## src/rtl/not_pipe.sv

```systemverilog
// -----------------------------------------------------------------------------
// not_pipe
//   Pipelined bitwise-inversion stage with valid/ready flow control.
//   A beat is transformed once on capture into stage 0 and then copied
//   unchanged through DEPTH register stages:
//     mode 00 : pass
//     mode 01 : invert all bits
//     mode 10 : invert bits where in_mask = 1
//     mode 11 : reserved, behaves as pass
//   Each stage advances when it is empty or when the stage after it advances,
//   so bubbles collapse while the output is stalled. in_ready is a
//   combinational function of out_ready through that chain; there is no skid.
//
// Parameters
//   WIDTH  data width in bits (>= 1)
//   DEPTH  number of register stages (>= 1); latency is DEPTH cycles
//   LVL_W  width of level, derived from DEPTH; leave at its default
//
// Ports
//   clk        rising-edge clock
//   rst_n      asynchronous active-low reset; discards all in-flight beats
//   in_valid   input beat valid
//   in_ready   stage 0 can accept a beat
//   in_data    input data
//   in_mode    per-beat transform select (see above)
//   in_mask    inversion mask, used only with mode 10
//   out_valid  final stage holds a beat
//   out_ready  consumer accepts the beat
//   out_data   transformed data
//   out_parity ^out_data carried with the beat (NOT_PIPE_PARITY_EN), else 0
//   level      number of occupied stages, 0..DEPTH
//
// Build option
//   NOT_PIPE_PARITY_EN : when defined, a parity bit is computed at stage-0
//                        capture and pipelined with each beat; when undefined,
//                        no parity is stored and out_parity is tied to 0.
// -----------------------------------------------------------------------------
module not_pipe #(
  parameter int WIDTH = 8,
  parameter int DEPTH = 2,
  parameter int LVL_W = $clog2(DEPTH + 1)
) (
  input  logic             clk,
  input  logic             rst_n,
  input  logic             in_valid,
  output logic             in_ready,
  input  logic [WIDTH-1:0] in_data,
  input  logic [1:0]       in_mode,
  input  logic [WIDTH-1:0] in_mask,
  output logic             out_valid,
  input  logic             out_ready,
  output logic [WIDTH-1:0] out_data,
  output logic             out_parity,
  output logic [LVL_W-1:0] level
);

  logic [DEPTH-1:0] v_q;
  logic [WIDTH-1:0] d_q [DEPTH];
  logic [DEPTH-1:0] adv;
  logic [WIDTH-1:0] flip;
  logic [WIDTH-1:0] d_in;
  logic             in_fire;
  logic             out_fire;
  logic [LVL_W-1:0] level_q;

  // Transform applied once, at capture into stage 0.
  // NOTE: every signal written in always_comb gets a default first so no
  // path leaves it unassigned and no latch is inferred.
  always_comb begin
    flip = '0;
    case (in_mode)
      2'b01:   flip = '1;
      2'b10:   flip = in_mask;
      default: flip = '0;
    endcase
    d_in = in_data ^ flip;
  end

  // Advance chain, evaluated from the output back to stage 0. A stage may
  // load when it is empty or when its current beat moves on this cycle.
  always_comb begin
    adv            = '0;
    adv[DEPTH-1]   = !v_q[DEPTH-1] || out_ready;
    for (int i = DEPTH - 2; i >= 0; i--) begin
      adv[i] = !v_q[i] || adv[i+1];
    end
  end

  assign in_ready  = !v_q[0] || adv[0];
  assign out_valid = v_q[DEPTH-1];
  assign out_data  = d_q[DEPTH-1];
  assign in_fire   = in_valid && in_ready;
  assign out_fire  = out_valid && out_ready;
  assign level     = level_q;

  // Stage registers. Data only loads alongside a valid beat, so input data is
  // ignored when no in-transfer occurs and idle stages keep their contents.
  // NOTE: the data registers are reset along with the valid bits because
  // out_data is required to read 0 after reset, not just be ignored.
  always_ff @(posedge clk or negedge rst_n) begin
    if (!rst_n) begin
      v_q <= '0;
      for (int i = 0; i < DEPTH; i++) begin
        d_q[i] <= '0;
      end
    end else begin
      // NOTE: sequential state uses non-blocking assignments so every stage
      // samples its upstream neighbour's pre-edge value.
      if (adv[0]) begin
        v_q[0] <= in_valid;
        if (in_valid) begin
          d_q[0] <= d_in;
        end
      end
      for (int i = 1; i < DEPTH; i++) begin
        if (adv[i]) begin
          v_q[i] <= v_q[i-1];
          if (v_q[i-1]) begin
            d_q[i] <= d_q[i-1];
          end
        end
      end
    end
  end

  // Occupancy counter; simultaneous in and out transfers cancel.
  always_ff @(posedge clk or negedge rst_n) begin
    if (!rst_n) begin
      level_q <= '0;
    end else if (in_fire && !out_fire) begin
      level_q <= level_q + LVL_W'(1);
    end else if (out_fire && !in_fire) begin
      level_q <= level_q - LVL_W'(1);
    end
  end

`ifdef NOT_PIPE_PARITY_EN
  // Parity travels with the beat using the same load enables as the data.
  logic [DEPTH-1:0] p_q;

  always_ff @(posedge clk or negedge rst_n) begin
    if (!rst_n) begin
      p_q <= '0;
    end else begin
      if (adv[0] && in_valid) begin
        p_q[0] <= ^d_in;
      end
      for (int i = 1; i < DEPTH; i++) begin
        if (adv[i] && v_q[i-1]) begin
          p_q[i] <= p_q[i-1];
        end
      end
    end
  end

  assign out_parity = p_q[DEPTH-1];
`else
  assign out_parity = 1'b0;
`endif

endmodule

```

## config.mk

```make
export PLATFORM = sky130hd
export DESIGN_NAME = not_pipe
export DESIGN_NICKNAME = d
export VERILOG_FILES = /design/src/rtl/not_pipe.sv
export SDC_FILE = /design/constraint.sdc
export NUM_CORES = 1
export LEC_CHECK = 0
export ABC_AREA = 1
export BUFFER_PORTS_ARGS = -buffer_cell sky130_fd_sc_hd__buf_2
export CORE_AREA = 10 10 70 72
export CTS_BUF_LIST = sky130_fd_sc_hd__clkbuf_2 sky130_fd_sc_hd__clkbuf_4 sky130_fd_sc_hd__clkbuf_8
export DETAILED_ROUTE_END_ITERATION = 6
export DIE_AREA = 0 0 80 82
export GPL_ROUTABILITY_DRIVEN = 0
export PLACE_DENSITY = 0.6
export SKIP_CTS_REPAIR_TIMING = 1
export SYNTH_ARGS = -nofsm -noshare
export SYNTH_HDL_FRONTEND = slang
export SYNTH_SLANG_ARGS = --single-unit
```

## constraint.sdc

```tcl
create_clock -name clk -period 1.4 [get_ports clk]
set_input_delay 0.35 -clock clk [delete_from_list [all_inputs] [get_ports clk]]
set_output_delay 0.35 -clock clk [all_outputs]
set_load 0.02 [all_outputs]
```

==> summary.md <==
| Metric | Value |
|---|---|
| Ant. Diodes | `0` |
| Worst hold path depth | `5` |
| Die Ht | `82 µm` |
| Setup-failing EPs final | `0` |
| Clk_lat worst skew | `0.28 ns` |
| Cell with the most instances after synthesis | `nand2_1` |
| Hold endpoint | `d_q[11]` |
| First-pass iteration count of the detailed router | `4` |
| Row cnt | `22` |
| Pwr dens | `roughly 1200 nW/µm²` |
| Worst Skew | `about 0.0014 ns` |
| Initial antenna violation count | `0` |
| Worst setup SP type | `register` |
| FF-to-FF End | `level[1]` |
| Flops & latches, synth | `20` |
| P_leak | `0.826 nW` |
| Dpl cells | `around 230` |
| Final cycle utilization of the critical path | `0.947` |
| Largest net degree at the start of global routing | `21` |
| Share of cells above drive strength 1 | `0.315` |
| Worst R2R Setup Slack | `0.14 ns` |
| Hold slack | `0.375 ns` |
| Sequential cell area fraction in the yosys report | `0.419` |
| Max Clk Rate | `between 700 and 800 MHz` |
| RSZ-0062 raised after global routing | `false` |
| Share of the synthesized area in the top cell type | `0.419` |
| Post-synthesis async set-or-reset flop share | `1.00` |
| Crit Path Class | `register to output pin` |
| Vias in the first global route | `940` |
| Maximum vdd drop | `just over 0.3 mV` |
| CP required | `1.05 ns` |
| Die footprint | `6560 µm²` |
| R2R depth | `6` |
| DRT Wirelength | `2.32 mm` |
| Drt initial violations | `37` |
| Max Cap Viol | `0` |
| Input/output buffers | `33` |
| Core area | `around 3600 µm²` |
| Final #Nets | `210` |
| DRC viols | `0` |
| YS warnings | `0` |
| Max Slew Vio Count | `0` |
| Clk slew on worst S/H paths | `~0.10 ns` |
| Synthesized cell area | `approximately 1200 µm²` |
| Initial Utilization | `0.334` |
| Worst path arrival time | `between 0.9 and 1 ns` |
| Vias/cell | `3.93` |
| Clock sink count | `20` |
| Number of synthesized flops with an enable pin | `0` |
| H-tree Lvls | `1` |
| Commonest cells post-synth | `69 x nand2_1, 20 x dfrtp_1, 16 x nand3_1` |
| HPWL after detailed placement | `1.94 mm` |
| Ranking of synthesized cells by area | `dfrtp_1 42%, nand2_1 22%, nand3_1 6.7%` |
| Gate count of the mapped netlist | `around 150` |
| Outcome | `finished, final reports clean` |
| Area grow syn2layout | `21.0%` |
| Clk buf depth | `2` |
| Crit. End Element | `output pin` |
| Ports | `35` |
| GRT Resource Usage Total | `0.0723` |
| First-pass GRT wire length | `roughly 3.9 mm` |
| Wirelength per Cell | `about 10 µm` |
| Period minus WS final | `between 1 and 1.5 ns` |
| CTS tree | `built` |
| Avg Synthesized Cell Area | `slightly below 8 µm²` |
| Routed Antenna Nets | `0` |
| Num CTS Buffers | `3` |
| Hold Path Class | `primary input to register` |
| Synth Flop Type | `dfrtp_1` |
| Root buffer cell | `clkbuf_4` |
| Syn Nets | `177` |
| DIE WIDTH | `about 80 µm` |
| Final non-filler cell total | `roughly 230` |
| Worst-path maximum fanout | `4` |
| Gr ovfl total | `0` |
| Vias post-DR | `~900` |
| Reg2reg start | `v_q[1]` |
| Synth area leader | `dfrtp_1` |
| Hold_sp | `in_data[3]` |
| Synth cell types | `17` |
| Fin. Hold Viols | `0` |
## routing by layer
metal  vias to the layer above  track usage  share of wire
met5                         -            0              0
met4                         0       0.0423          0.012
met3                         2       0.0218          0.079
met2                        26        0.112           0.42
met1                       364       0.0874           0.49
li1                        520            -              -
## metrics by stage
| step | TNS (ns) | setup slack [ns] | util | total power, mW | instance area, µm² |
|---|---|---|---|---|---|
| 6_report | 0 | 0.0737 | 0.404 | 1.81 | 1450 |
| 5_1_grt | 0 | 0.00977 | 0.404 | 1.97 | 1450 |
| 4_1_cts | -0.113 | -0.113 | 0.400 | 1.84 | 1430 |
| 3_5_place_dp | -0.00516 | -0.00516 | 0.391 | 1.54 | 1400 |
| 3_3_place_gp | 0 | 0.00806 | 0.391 | 1.53 | 1400 |
| 2_1_floorplan | -0.0270 | -0.0270 | - | 1.39 | 1210 |
## how the worst max path moves through the flow
stage	start	end	slack, ns	cells after the start
after floorplan	v_q[1]	level[1]	-0.03	6
after global placement	out_ready	level[1]	0.008	8
after detailed placement	out_ready	level[1]	-0.005	8
after CTS	v_q[1]	in_ready	-0.11	3
after global routing	v_q[1]	in_ready	0.01	2
final	v_q[1]	in_ready	0.07	2
## placed cells by master (no fill, tap or decap), drive strengths merged
cell type    count
buf             39
clkbuf           4
conb             1
dfrtp           20
dlygate4sd3      1
ha               3
inv             16
nand2           72
nand3           25
nand3b           1
xnor2            2
## sequential cells by signal, indices dropped and copies added (netlist names)
signal,cells
level,2
d_q,8
v_q,2
out_data,8
## logic make-up (layout without fill, tap and decap cells)
group                      Yosys count  after routing  share of synthesized area
and+or+nand+nor                     98             98                      0.399
buffers and inverters               28             60                      0.133
DFF                                 20             20                      0.419
adders and majority gates            3              3                     0.0314
xor gates and xnor gates             2              2                     0.0147
other                                1              1                    0.00314
## final cells by class
cell class / instances / area (µm²)
Fill cell: 375 / 2130
Multi-Input combinational cell: 104 / 548
Sequential cell: 20 / 502
Timing Repair Buffer: 40 / 239
Inverter: 16 / 67.6
Tap cell: 48 / 60.1
Clock buffer: 4 / 30.0
## where the power goes
group	internal, mW	switching (mW)	total (mW)
Sequential	0.731	0.0958	0.827
Clock	0.130	0.155	0.285
Combinational	0.277	0.417	0.694
## critical path, stage by stage, from the launching register on
cell,delay [ns]
dfrtp_2,0.45
nand3_4,0.11
buf_6,0.13
No activity file was read; power rests on OpenSTA's default activity.
